[config.mk]
export PLATFORM = sky130hd
export DESIGN_NAME = mem_access_unit
export DESIGN_NICKNAME = d
export VERILOG_FILES = /design/src/rtl/mem_access_unit_pkg.sv /design/src/rtl/mem_access_unit_load_extender.sv /design/src/rtl/mem_access_unit.sv
export SDC_FILE = /design/constraint.sdc
export NUM_CORES = 1
export LEC_CHECK = 0
export ABC_AREA = 1
export CORE_MARGIN = 2
export CORE_UTILIZATION = 35
export DETAILED_ROUTE_END_ITERATION = 10
export MAX_ROUTING_LAYER = met4
export PLACE_DENSITY = 0.67
export SLEW_MARGIN = 30
export SYNTH_ARGS = -nofsm -noshare
export SYNTH_HDL_FRONTEND = slang
export SYNTH_HIERARCHICAL = 1
export SYNTH_SLANG_ARGS = --single-unit
[constraint.sdc]
create_clock -name clk -period 8.3 [get_ports clk]
set_input_delay 1.245 -clock clk [delete_from_list [all_inputs] [get_ports clk]]
set_output_delay 1.245 -clock clk [all_outputs]
set_load 0.01 [all_outputs]
[src/rtl/mem_access_unit_pkg.sv]
// Shared definitions for the MEM-stage data-memory access path:
// load-type encodings, access FSM state type and the default ack timeout.
package mips_mem_pkg;

    localparam logic [2:0] LD_W  = 3'b000;
    localparam logic [2:0] LD_BU = 3'b001;
    localparam logic [2:0] LD_B  = 3'b010;
    localparam logic [2:0] LD_HU = 3'b011;
    localparam logic [2:0] LD_H  = 3'b100;

    localparam int unsigned MAX_WAIT_DEFAULT = 255;

    typedef enum logic [1:0] {
        IDLE = 2'd0,
        BUSY = 2'd1,
        DONE = 2'd2
    } mau_state_e;

endpackage

[src/rtl/mem_access_unit_load_extender.sv]
// Picks the addressed byte/half lane out of a read word and sign- or
// zero-extends it; unknown load codes return the whole word.
module load_extender
    import mips_mem_pkg::*;
(
    input  logic [31:0] rdata_i,
    input  logic [1:0]  a1_0_i,
    input  logic [2:0]  load_ext_i,
    output logic [31:0] ext_data_o
);

    logic [7:0]  byte_sel;
    logic [15:0] half_sel;

    always_comb begin
        case (a1_0_i)
            2'd0:    byte_sel = rdata_i[7:0];
            2'd1:    byte_sel = rdata_i[15:8];
            2'd2:    byte_sel = rdata_i[23:16];
            default: byte_sel = rdata_i[31:24];
        endcase
        // Halfwords use only Addr[1]; a misaligned Addr[0] is flagged upstream.
        half_sel = a1_0_i[1] ? rdata_i[31:16] : rdata_i[15:0];
    end

    always_comb begin
        case (load_ext_i)
            LD_W:    ext_data_o = rdata_i;
            LD_BU:   ext_data_o = {24'h000000, byte_sel};
            LD_B:    ext_data_o = {{24{byte_sel[7]}}, byte_sel};
            LD_HU:   ext_data_o = {16'h0000, half_sel};
            LD_H:    ext_data_o = {{16{half_sel[15]}}, half_sel};
            default: ext_data_o = rdata_i;
        endcase
    end

endmodule

[src/rtl/mem_access_unit.sv]
// MEM-stage data-memory access controller: runs one req/ack bus transaction
// per load/store, stalls the pipeline meanwhile and returns the extended load.
module mem_access_unit
    import mips_mem_pkg::*;
#(
    parameter int unsigned MAX_WAIT = MAX_WAIT_DEFAULT
)
(
    input  logic        clk,
    input  logic        reset,
    input  logic        MemReq,
    input  logic        MemWrite,
    input  logic [31:0] Addr,
    input  logic [3:0]  BE,
    input  logic [31:0] WData,
    input  logic [2:0]  LoadExt,
    output logic        Stall,
    output logic        Done,
    output logic [31:0] RData,
    output logic        AccessErr,
    output logic        bus_req,
    output logic        bus_we,
    output logic [31:0] bus_addr,
    output logic [3:0]  bus_be,
    output logic [31:0] bus_wdata,
    input  logic [31:0] bus_rdata,
    input  logic        bus_ack
);

    localparam logic [7:0] MAX_WAIT_C = 8'(MAX_WAIT);

    mau_state_e  state_q;
    logic [7:0]  wait_cnt_q;
    logic [2:0]  ext_q;
    logic [1:0]  a1_0_q;
    logic        done_q;
    logic        err_q;
    logic        bus_req_q;
    logic        bus_we_q;
    logic [31:0] bus_addr_q;
    logic [3:0]  bus_be_q;
    logic [31:0] bus_wdata_q;
    logic [31:0] rdata_q;

    logic [31:0] wdata_lane_d;
    logic [31:0] load_word_d;

    // Store data arrives in the low bytes; move it onto the addressed lanes.
    always_comb begin
        case (Addr[1:0])
            2'd0:    wdata_lane_d = WData;
            2'd1:    wdata_lane_d = {WData[23:0], 8'h00};
            2'd2:    wdata_lane_d = {WData[15:0], 16'h0000};
            default: wdata_lane_d = {WData[7:0], 24'h000000};
        endcase
    end

    load_extender u_load_extender (
        .rdata_i    (bus_rdata),
        .a1_0_i     (a1_0_q),
        .load_ext_i (ext_q),
        .ext_data_o (load_word_d)
    );

    always_ff @(posedge clk or posedge reset) begin
        if (reset) begin
            state_q     <= IDLE;
            wait_cnt_q  <= 8'd0;
            ext_q       <= LD_W;
            a1_0_q      <= 2'd0;
            done_q      <= 1'b0;
            err_q       <= 1'b0;
            bus_req_q   <= 1'b0;
            bus_we_q    <= 1'b0;
            bus_addr_q  <= 32'd0;
            bus_be_q    <= 4'd0;
            bus_wdata_q <= 32'd0;
            rdata_q     <= 32'd0;
        end else begin
            done_q <= 1'b0;
            err_q  <= 1'b0;
            case (state_q)
                IDLE: begin
                    if (MemReq) begin
                        bus_addr_q  <= {Addr[31:2], 2'b00};
                        bus_be_q    <= BE;
                        bus_we_q    <= MemWrite;
                        bus_wdata_q <= wdata_lane_d;
                        ext_q       <= LoadExt;
                        a1_0_q      <= Addr[1:0];
                        bus_req_q   <= 1'b1;
                        wait_cnt_q  <= 8'd0;
                        state_q     <= BUSY;
                    end
                end
                BUSY: begin
                    // An ack in the timeout cycle still completes normally.
                    if (bus_ack) begin
                        if (!bus_we_q) begin
                            rdata_q <= load_word_d;
                        end
                        bus_req_q <= 1'b0;
                        done_q    <= 1'b1;
                        state_q   <= DONE;
                    end else if (wait_cnt_q == MAX_WAIT_C) begin
                        rdata_q   <= 32'd0;
                        err_q     <= 1'b1;
                        bus_req_q <= 1'b0;
                        done_q    <= 1'b1;
                        state_q   <= DONE;
                    end else begin
                        wait_cnt_q <= wait_cnt_q + 8'd1;
                    end
                end
                DONE: begin
                    state_q <= IDLE;
                end
                default: begin
                    state_q <= IDLE;
                end
            endcase
        end
    end

    // Combinational so the pipeline freezes in the request cycle itself.
    assign Stall = !reset && ((state_q == IDLE && MemReq) || state_q == BUSY);

    assign Done      = done_q;
    assign AccessErr = err_q;
    assign RData     = rdata_q;
    assign bus_req   = bus_req_q;
    assign bus_we    = bus_we_q;
    assign bus_addr  = bus_addr_q;
    assign bus_be    = bus_be_q;
    assign bus_wdata = bus_wdata_q;

endmodule

==> results.txt, run 1 <==
The die width is 137 µm. The final setup violation count came out at 0. The number of global-route vias before repair is 5672. The most used flip-flop cell after synthesis is sky130_fd_sc_hd__dfrtp_1. Of the total synthesized cell area, the portion taken by AND, OR, NAND and NOR gates is 0.406.

The source-to-sink clock delay at the later pin of the worst-skew pair came out at between 0.4 and 0.5 ns. The startpoint of the worst hold path is RData[14]. For this run, the total global-route usage over all layers was measured as 0.200.

For this block, the routed nets add up to 18.2 mm of wire. The sum of net half-perimeters after detailed placement is 12.5 mm. The largest stage delay on the critical path came out at ~0.66 ns.

By area, the combinational part of the netlist is dominated by simple AND/OR/NAND/NOR gates. Synthesis inferred 117 register bits. The clock transition at the registers of the reported paths is 0.06 ns. The proportion of synthesized chip area in sequential cells is 0.471.

The power density normalized to cell area is roughly 330 nW/µm². By area the synthesized netlist is led by sky130_fd_sc_hd__dfrtp_1 47%, sky130_fd_sc_hd__nand2_1 23%, sky130_fd_sc_hd__nand3_1 6.1%, sky130_fd_sc_hd__nand4_1 3.2%, sky130_fd_sc_hd__nor2_1 2.4%. The number of antenna repair diodes is 0.

Sorting the synthesized cells by how often they occur yields 382 x sky130_fd_sc_hd__nand2_1, 117 x sky130_fd_sc_hd__dfrtp_1, 76 x sky130_fd_sc_hd__nand3_1. The global-route wire length before repair came out at around 29 mm. The gate count after technology mapping is 836. The final clock skew came out at 0.00882 ns. The number of endpoints with negative hold slack in the final report is 0. The proportion of synthesized area in mux cells came out at 0.

Among all cell types in the netlist, the one instantiated most often is sky130_fd_sc_hd__nand2_1. The final max-slew violation count came out at 0. During placement, the flow inserted port buffers numbering 210.

At the pin with the least slew margin, the transition time is 0.921 ns. Data on the critical path arrives at its endpoint at 3.96 ns. The library cell with the largest summed area after synthesis is sky130_fd_sc_hd__dfrtp_1. The maximum fanout count along the critical path came out at 78. The cell sitting at the root of the clock tree is a sky130_fd_sc_hd__clkbuf_16.

The post-route fraction of the period consumed by the critical path came out at 0.627. The count of H-tree levels built during CTS is 4. In this run the critical register-to-register path is launched from a1_0_q[1]. For this design, the CTS-stage hold fixing added 0 buffers. The area used by multi-input combinational logic is about 2900 µm². The initial antenna violation count came to 0. The ratio of routed vias to standard cells came out at 4.82. The combined flip-flop and latch cell area came out at 2930 µm². The leakage power came out at between 0.004 and 0.005 µW. The destination of the worst register-to-register timing path is RData[19]. The post-synthesis cell area is 6220 µm². The setup TNS came out at 0 ns.

In this run, synthesis inferred 0 flip-flops with an integrated enable. The overflow left after global routing came out at 0. Counting instances, the worst hold path has a depth of 2.

The sink count of the clock tree is 117. The detailed-route DRC error count is 0. The shortest clock period the worst path allows after layout is 5.20 ns. Walking the worst path, the cells encountered are clkdlybuf4s50_1 -> nand3_4 -> inv_2 -> buf_4 -> nor2_1 -> nor2_1 -> clkdlybuf4s50_1.

The detailed router finished its first iteration with 414 violations. The first detailed-routing pass ran for 5 iterations. The launching element type of the critical path is an input pin. The synthesized-area fraction occupied by ao, oa, aoi and oai cells is 0.0475. Of the cells placed in the final design, the portion with a size suffix greater than 1 is 0.0813. The net total in the final layout came out at ~1.1k. For this run, asynchronously set or reset flops after synthesis account for 1.00. The height of the die came out at 137 µm. The TritonCTS clock tree is built. The number of distinct library cell variants in the gate-level netlist after synthesis is 31. The endpoint required time on the critical path is 7.05 ns.

Setup slack on the worst reg-to-reg path comes out at roughly 5.7 ns. The average wire length per cell after detail routing is 14.4 µm. Of the total synthesized cell area, the portion taken by full adders, half adders and majority gates is 0.00201. The worst hold-check path type is register to register. The least setup slack across all paths after layout came out at 3.10 ns.

The number of max-cap violations is 0. The average footprint of a synthesized cell is approximately 7.4 µm². The worst setup path is captured at an output pin. The global placer's final weighted congestion came out at 0.879. The number of gates resized after cts came out at 0.

The xor/xnor share of the synthesized area is 0.00141. The overall via count from detail_route is 6064. For met1 alone, demand over resource in global routing was 0.258. IR analysis of the VDD net gives a maximum drop of 0.000160 V.

The area added between synthesis and finish came out at 42.9%. The number of cells on the worst reg-to-reg path came out at 7. The number of clock buffers added by TritonCTS is 17. The number of top-level pins came out at 213. The overall power consumption is 2940 µW. The floorplan row count is 48.

The routing usage on met3 is 0.0545. The met2 track utilization from global routing is 0.305. The setup path with the least slack is of type input pin to output pin. The path with the worst hold slack has its endpoint at RData[14]. The pin count of the biggest net entering global routing is between 70 and 80.

The flow ran to the end, and the final reports show no timing, DRC or antenna violations. The total number of yosys warnings is 6. The worst max-slew margin expressed relative to the limit came out at 0.386. The layout has 1714 filler cells. In this run the post-CTS setup repair buffer count came out at 0. Setup repair after global routing left no endpoint under its margin. The initial cell density of the core came out at 0.358. Once detail routing completed, the nets flagged for antenna violations numbered 0. The floorplan core area came out at 17400 µm². The largest individual stage delay along the critical path comes from the cell sky130_fd_sc_hd__nand3_4. The maximum clock frequency is 192 MHz.

The global routing's busiest layer is met2. The area fraction of the dominant cell type after synthesis is 0.471. The maximum count of clock buffers along a single path is 2.

The die footprint came out at 18900 µm². The post-placement worst setup slack came out at 2.99 ns.
==> cells by family after synthesis <==
logic type                 after synthesis
other                                    1
DFF                                    117
AOI/OAI and AO/OA                       54
buffers and inverters                   92
xor gates and xnor gates                 1
adders and majority gates                1
and+or+nand+nor                        570
==> flip-flops by register name (all words and copies together), names as in the netlist, 2 cells and up <==
signal and count:
bus_wdata 32, a1_0_q 2, ext_q 3, bus_be 4, state_q 2, wait_cnt_q 8
RData 32, bus_addr 30
==> worst max-delay path by stage <==
stage                      start        end  slack [ns]  cells past startpoint
after CTS                 MemReq      Stall        3.00                      7
after global placement    MemReq      Stall        2.93                      7
final                     MemReq      Stall        3.10                      7
after global routing      MemReq      Stall        2.88                      7
after detailed placement  MemReq      Stall        2.99                      7
after floorplan            reset  AccessErr        3.95                      1
==> report_power, final <==
part | internal, µW | switching [µW] | leakage, µW | total, µW
combinational | 620 | 702 | 0.00260 | 1320
clock | 382 | 283 | 0.000259 | 664
sequential | 793 | 163 | 0.00148 | 956
==> cells in the final DEF, fill, tap and decap left out <==
cell type	Yosys	routed
sky130_fd_sc_hd__clkinvlp_4	0	3
sky130_fd_sc_hd__nor2_1	40	40
sky130_fd_sc_hd__clkdlybuf4s50_1	0	209
sky130_fd_sc_hd__nand2_1	382	382
sky130_fd_sc_hd__buf_6	6	1
sky130_fd_sc_hd__buf_2	19	1
sky130_fd_sc_hd__or2_4	1	1
sky130_fd_sc_hd__inv_4	0	1
sky130_fd_sc_hd__nand4_1	32	32
sky130_fd_sc_hd__ha_1	1	1
sky130_fd_sc_hd__nand3_1	76	76
sky130_fd_sc_hd__clkinv_4	0	5
sky130_fd_sc_hd__o21a_1	1	1
sky130_fd_sc_hd__nor2_4	4	5
sky130_fd_sc_hd__or2_2	2	2
sky130_fd_sc_hd__o21ai_0	19	19
sky130_fd_sc_hd__conb_1	1	2
sky130_fd_sc_hd__clkinv_2	0	5
sky130_fd_sc_hd__nand2_4	2	2
sky130_fd_sc_hd__o21ai_1	4	4
sky130_fd_sc_hd__clkinv_1	1	2
sky130_fd_sc_hd__dfrtp_1	117	117
sky130_fd_sc_hd__a21oi_1	21	21
sky130_fd_sc_hd__buf_4	9	1
sky130_fd_sc_hd__o21bai_1	1	1
sky130_fd_sc_hd__nand3_4	2	3
sky130_fd_sc_hd__nand2_2	13	13
sky130_fd_sc_hd__inv_1	35	33
sky130_fd_sc_hd__inv_2	8	8
sky130_fd_sc_hd__inv_6	0	2
sky130_fd_sc_hd__nand3_2	11	10
sky130_fd_sc_hd__nor2_2	4	3
sky130_fd_sc_hd__xor2_1	1	1
sky130_fd_sc_hd__o31ai_1	8	8
sky130_fd_sc_hd__nor2_8	1	1
sky130_fd_sc_hd__clkbuf_16	0	17
==> cell type report <==
type,instances,area share
Clock buffer,17,0.0479
Clock inverter,15,0.0122
Inverter,44,0.0189
Multi-Input combinational cell,628,0.322
Sequential cell,117,0.329
Tap cell,225,0.0317
Timing Repair Buffer,212,0.238
==> critical path, delay by kind of cell <==
family / cells / cell delay, ns
AND/OR/NAND/NOR: 3 / 0.87
buffers and inverters: 4 / 1.83
==> stage by stage <==
step	std cells	hold WS, ns	util	area (µm²)
CTS	1258	0.474	0.512	8880
global route	1258	0.491	0.512	8890
detailed placement	1226	0.459	0.481	8350
floorplan	837	0.454	-	6220
finish	1258	0.467	0.512	8890
global placement	1226	0.455	0.481	8350
==> per-layer routing <==
layer | vias to the layer above | wire length (µm) | part of all wire
met3 | 22 | 1340 | 0.074
met5 | - | 0 | 0
met4 | 0 | 350 | 0.019
li1 | 3030 | - | -
met2 | 215 | 8310 | 0.46
met1 | 2797 | 8160 | 0.45
(Power assumes the default switching activity.)
==> run 2: changes to the inputs <==
Clock period 8.3 ns to 5.35 ns, I/O delays scaled along.
==> results.txt, run 2 (same netlist as run 1, synthesis figures left out) <==
The capture endpoint of the worst hold path is RData[19] (was RData[14]). The number of DRC violations after detailed-routing iteration 0 came to 437 (was 414). The global-route wire length before repair came out at 28.9 mm (was 28.6 mm).

The count of nets left with antenna violations after detail routing is 0 (unchanged). The number of buffers inserted during clock tree synthesis came out at 17 (unchanged). The number of max-cap violations came out at 0 (unchanged). Counting stages on the worst path, the most repeated cell is sky130_fd_sc_hd__nor2_1.

The met2 track utilization from global routing is 0.311 (was 0.305). The launching element type of the critical path was a register (was input pin). The worst max-slew margin expressed relative to the limit is 0.345 (was 0.386). The maximum fanout count along the critical path came out at 40 (was 78).

The die footprint is 18900 µm² (unchanged). The hold-critical path depth is 2 (unchanged). The combined buffer and inverter count along the critical path came out at 2 (was 4). The pin count of the biggest net entering global routing is 78 (was 79). The final max-slew violation count is 0 (unchanged). The reg-to-reg startpoint is a1_0_q[1] (unchanged). The sink count of the clock tree is 117 (unchanged). The cell family contributing the most delay on the critical path is simple AND/OR/NAND/NOR gates (was buffers and inverters).

The routing usage on met3 came to 0.0629 (was 0.0545). The met1 usage in global routing is 0.259 (was 0.258). The root buffer cell is sky130_fd_sc_hd__clkbuf_16 (unchanged). The routed wire length is 18.0 mm (was 18.2 mm). The commonest non-fill, non-tap cell in the layout was sky130_fd_sc_hd__nand2_1 (unchanged).

The overall track demand over capacity in global routing is 0.203 (was 0.200). The setup TNS came out at 0 ns (unchanged). The clock transition at the registers of the reported paths came out at 0.06 ns (about the same). The kind of end point of the critical path is an output pin (unchanged). The combinational group share of total power came out at 0.438 (was 0.449). The detailed-route DRC error count came out at 0 (unchanged). The critical setup path kind is register to output pin (was input pin to output pin). The overall via count from detail_route is 6013 (was 6064). Run status: completed (unchanged).

The final clock skew came to 0.00654 ns (was 0.00882 ns). The global routing's busiest layer is met2 (unchanged). The floorplan row count came out at 48 (unchanged).

The height of the die was 137 µm (unchanged). The TritonCTS clock tree is built (unchanged). The internal power consumption is 2890 µW (was 1790 µW). The maximum clock frequency came out at 315 MHz. The number of top-level pins was 213 (unchanged). The fraction of power spent switching nets came out at 0.383 (was 0.390).

The area added between synthesis and finish is 44.1% (was 42.9%). The register-to-register path setup slack is 2.72 ns (was 5.69 ns). The startpoint of the worst hold path is RData[19] (was RData[14]). The destination of the worst register-to-register timing path is RData[17] (was RData[19]). The endpoint required time on the critical path came to 4.55 ns (was 7.05 ns). The number of gates resized after cts came out at 0 (unchanged). The net total in the final layout came out at 1131 (was 1129). The cell with the largest stage delay on the worst path is sky130_fd_sc_hd__nor2_4 (was sky130_fd_sc_hd__nand3_4). The final design utilization came out at 0.517 (was 0.512). The data arrival time of the worst path came to 2.38 ns (was 3.96 ns).

Setup repair after global routing missed its margin: no (unchanged). The ratio of routed vias to standard cells came to 4.77 (was 4.82). The die width was 137 µm (unchanged). The actual transition at the worst max-transition pin is 0.982 ns (was 0.921 ns).

The number of cells on the worst reg-to-reg path is 7 (unchanged). The number of optimization iterations in the first detailed-route pass is 5 (unchanged). The maximum count of clock buffers along a single path is 2 (unchanged). The number of global-route vias before repair was 5709 (was 5672). The worst hold-check path type was register to register (unchanged). The leakage power is 0.00437 µW (was 0.00433 µW). The average wire length per cell after detail routing came out at 14.3 µm (was 14.4 µm). The power density normalized to cell area came to 522 nW/µm² (was 331 nW/µm²). The worst voltage drop across the vdd grid was 0.000315 V (was 0.000160 V). The share of post-route cells with drive strength above 1 is 0.0821 (was 0.0813).

The initial antenna violation count came out at 0 (unchanged). The share of power burned in the clock network is 0.245 (was 0.226). The initial cell density of the core came out at 0.358 (unchanged).

The number of endpoints with negative hold slack in the final report is 0 (unchanged). The final setup violation count came to 0 (unchanged). The net switching component of the power is 1790 µW (was 1150 µW). The post-CTS repair timing setup buffer count was 0 (unchanged). The count of H-tree levels built during CTS is 4 (unchanged). The final cell count without fillers is 1260 (was 1258). Of the available clock period, the critical path in the final layout requires 0.594. The overall power consumption is 4680 µW (was 2940 µW). The sum of net half-perimeters after detailed placement came out at 12.7 mm (was 12.5 mm).

The floorplan core area came out at 17400 µm² (unchanged). The number of buffers inserted for hold repair after clock tree synthesis is 0 (unchanged). The overflow left after global routing came out at 0 (unchanged). The shortest clock period the worst path allows after layout came out at 3.18 ns. The number of I/O port buffers came out at 210 (unchanged). The largest stage delay on the critical path came out at 0.70 ns (was 0.66 ns).

The relative contribution of sequential cells to total power is 0.317 (was 0.325). The number of antenna repair diodes is 0 (unchanged). Worst-path cell chain: inv_2 -> nor2_4 -> nor2_1 -> nor2_1 -> clkdlybuf4s50_1 (was clkdlybuf4s50_1 -> nand3_4 -> inv_2 -> buf_4 -> nor2_1 -> nor2_1 -> clkdlybuf4s50_1). The source-to-sink clock delay at the later pin of the worst-skew pair came out at 0.41 ns (about the same). The global placer's final weighted congestion is 0.892 (was 0.879).

The cell count after placement came to 1228 (was 1226). Most used cells in the layout excluding fill and tap cells: 382 x sky130_fd_sc_hd__nand2_1, 210 x sky130_fd_sc_hd__clkdlybuf4s50_1, 117 x sky130_fd_sc_hd__dfrtp_1 (was 382 x sky130_fd_sc_hd__nand2_1, 209 x sky130_fd_sc_hd__clkdlybuf4s50_1, 117 x sky130_fd_sc_hd__dfrtp_1).
[run 2: cell count changes in the layout (fill, tap and decap cells not counted), sizes merged]
| cell | change |
|---|---|
| bufinv | +2 |
| buf | +1 |
| clkdlybuf4s50 | +1 |
| clkinv | -7 |
| inv | +5 |
[run 2: how the worst max path moves through the flow]
stage | from | to | slack (ns) | cells past startpoint
floorplan | reset | AccessErr | 1.45 | 1
CTS | state_q[0] | Stall | 2.16 | 5
global placement | MemReq | Stall | 2.40 | 6
detailed placement | MemReq | Stall | 2.38 | 6
global route | state_q[0] | Stall | 1.99 | 5
finish | state_q[0] | Stall | 2.17 | 5
[run 2: routing by layer]
metal	vias up	part of all wire
li1	3042	-
met1	2752	0.44
met2	193	0.47
met3	26	0.075
met4	0	0.018
met5	-	0
[run 2: layout make-up]
type                       instances  area, µm²
clock buffer                      17        425
clock inverter                    15        169
fill                            1700       8390
inverter                          44        170
multi-input combinational        628       2860
sequential                       117       2930
tap                              225        282
timing repair buffer             214       2130
[run 2: through the flow]
step	cell area (µm²)	hold WS, ns	setup slack, ns
2_1_floorplan	6220	0.454	1.45
3_3_place_gp	8370	0.454	2.40
3_5_place_dp	8370	0.463	2.38
4_1_cts	8960	0.477	2.16
5_1_grt	8970	0.492	1.99
6_report	8970	0.472	2.17
[run 2: power groups by stage]
stage	registers (µW)	clock network [µW]	logic [µW]
finish	1480	1140	2050
global route	1530	1220	2270
CTS	1490	1170	2080
detailed placement	1490	0	2070
global placement	1480	0	2050
floorplan	1590	0	997
[run 2: worst min-delay path, stage by stage (launching register included)]
cell	delay [ns]
sky130_fd_sc_hd__dfrtp_1	0.34
sky130_fd_sc_hd__nand2_1	0.05
sky130_fd_sc_hd__nand2_1	0.04
==> run 3: changes to the inputs <==
Settings changed: PLACE_DENSITY 0.67 to 0.7.
Clock period 5.35 ns to 2.9 ns, I/O delays scaled along.
==> results.txt, run 3 (same netlist as run 1, synthesis figures left out) <==
Run status: completed (unchanged). The power density normalized to cell area came out at 957 nW/µm² (was 522 nW/µm²). The die width is 137 µm (unchanged).

The worst voltage drop across the vdd grid came out at 0.000562 V (was 0.000315 V). The final max-slew violation count is 0 (unchanged). The floorplan row count came out at 48 (unchanged). The detailed-route DRC error count came to 0 (unchanged).

The floorplan core area came to 17400 µm² (unchanged). The post-CTS repair timing setup buffer count is 0 (unchanged). The worst hold-check path type is register to register (unchanged).

The endpoint required time on the critical path came to 2.47 ns (was 4.55 ns). The global placer's final weighted congestion is 0.889 (was 0.892). The shortest clock period the worst path allows after layout came out at 2.15 ns. Most used cells in the layout excluding fill and tap cells: 382 x sky130_fd_sc_hd__nand2_1, 210 x sky130_fd_sc_hd__clkdlybuf4s50_1, 117 x sky130_fd_sc_hd__dfrtp_1 (unchanged).

The initial antenna violation count came out at 0 (unchanged). The overflow left after global routing came out at 0 (unchanged). The average wire length per cell after detail routing came out at 14.4 µm (was 14.3 µm). The overall via count from detail_route is 6106 (was 6013). Setup repair after global routing missed its margin: no (unchanged).

The count of nets left with antenna violations after detail routing is 0 (unchanged). The overall track demand over capacity in global routing is 0.202 (was 0.203). The final setup violation count came to 0 (unchanged). The number of antenna repair diodes came out at 0 (unchanged).

The overall power consumption came out at 8590 µW (was 4680 µW). The share of post-route cells with drive strength above 1 is 0.0848 (was 0.0821). The actual transition at the worst max-transition pin came out at 0.992 ns (was 0.982 ns). The worst max-slew margin expressed relative to the limit is 0.338 (was 0.345). The maximum fanout count along the critical path is 3 (was 40). Dividing the final minimum period by the clock period gives 0.742. The setup TNS is 0 ns (unchanged). The sink count of the clock tree is 117 (unchanged).

The least setup slack across all paths after layout came out at 0.748 ns (was 2.17 ns). The data arrival time of the worst path came out at 1.72 ns (was 2.38 ns). The root buffer cell is sky130_fd_sc_hd__clkbuf_16 (unchanged).

The initial cell density of the core is 0.358 (unchanged). The number of top-level pins came out at 213 (unchanged). The die footprint is 18900 µm² (unchanged).

The net total in the final layout is 1134 (was 1131). The routed wire length is 18.2 mm (was 18.0 mm). The global-route wire length before repair came out at 28.8 mm (was 28.9 mm). The leakage power came out at 0.00437 µW (about the same). The area added between synthesis and finish is 44.3% (was 44.1%). The number of optimization iterations in the first detailed-route pass came out at 5 (unchanged).

The clock transition at the registers of the reported paths was 0.05 ns (was 0.06 ns). The maximum count of clock buffers along a single path came out at 2 (unchanged). The source-to-sink clock delay at the later pin of the worst-skew pair is 0.42 ns (was 0.41 ns).

The number of max-cap violations is 0 (unchanged). The number of DRC violations after detailed-routing iteration 0 came out at 457 (was 437). The number of global-route vias before repair is 5667 (was 5709). The post-placement worst setup slack is 0.659 ns (was 2.38 ns). The commonest non-fill, non-tap cell in the layout is sky130_fd_sc_hd__nand2_1 (unchanged). The final clock skew came out at 0.00854 ns (was 0.00654 ns). The number of buffers inserted during clock tree synthesis came to 17 (unchanged). The number of endpoints with negative hold slack in the final report is 0 (unchanged). The TritonCTS clock tree is built (unchanged). The number of I/O port buffers is 210 (unchanged).

The pin count of the biggest net entering global routing came out at 118 (was 78). The sum of net half-perimeters after detailed placement came out at 12.6 mm (was 12.7 mm). The kind of end point of the critical path is an output pin (unchanged). The maximum clock frequency came out at 465 MHz. The number of gates resized after cts was 0 (unchanged). The critical setup path kind was input pin to output pin (was register to output pin). The launching element type of the critical path is an input pin (was register).

The number of buffers inserted for hold repair after clock tree synthesis is 0 (unchanged). The count of H-tree levels built during CTS is 4 (unchanged). The ratio of routed vias to standard cells came out at 4.83 (was 4.77). The height of the die is 137 µm (unchanged).
run 3: cell types whose count changed in the layout (fill, tap and decap cells not counted), sizes merged:
cell / delta
inv: -4
clkinv: +1
clkinvlp: +3
buf: +3
run 3: stage by stage:
step,instance area (µm²),util,hold slack (ns),std cells
3_5_place_dp,8390,0.484,0.460,1231
2_1_floorplan,6230,-,0.454,837
3_3_place_gp,8390,0.484,0.455,1231
4_1_cts,8980,0.517,0.475,1263
6_report,8980,0.517,0.469,1263
5_1_grt,8980,0.517,0.492,1263
run 3: worst paths after layout:
| path | startpoint | endpoint | slack (ns) | cells past startpoint |
|---|---|---|---|---|
| setup reg to reg | a1_0_q[0] | RData[9] | 0.94 | 7 |
| min in group asynchronous | reset | RData[30] | 0.57 | 3 |
| hold / removal | RData[13] | RData[13] | 0.47 | 2 |
| setup / recovery | MemReq | Stall | 0.75 | 6 |
| max in group asynchronous | reset | bus_be[3] | 1.82 | 3 |
| hold reg to reg | RData[13] | RData[13] | 0.47 | 2 |
run 3: area by class of cell:
type / instances / area, µm²
clock buffers: 17 / 425
clock inverters: 15 / 156
fillers: 1665 / 8380
inverters: 44 / 169
multi-input cells: 628 / 2850
flip-flops and latches: 117 / 2930
well taps: 225 / 282
repair buffers: 217 / 2170
run 3: metal layers:
metal  global-route usage  up-vias  share of wire
met4               0.0733        0          0.022
met2                0.297      218           0.45
met1                0.259     2811           0.44
met3               0.0677       28          0.082
li1                     -     3049              -
met5                    -        -              0
run 3: critical path, stage by stage:
cell,delay (ns)
sky130_fd_sc_hd__clkdlybuf4s50_1,0.47
sky130_fd_sc_hd__nand3_2,0.10
sky130_fd_sc_hd__inv_2,0.07
sky130_fd_sc_hd__nor2_1,0.03
sky130_fd_sc_hd__nor2_1,0.07
sky130_fd_sc_hd__clkdlybuf4s50_1,0.53
run 3: power by group:
group          switching, µW  internal (µW)  total [µW]
clock                    801           1270        2070
combinational           2050           1790        3830
sequential               421           2270        2690
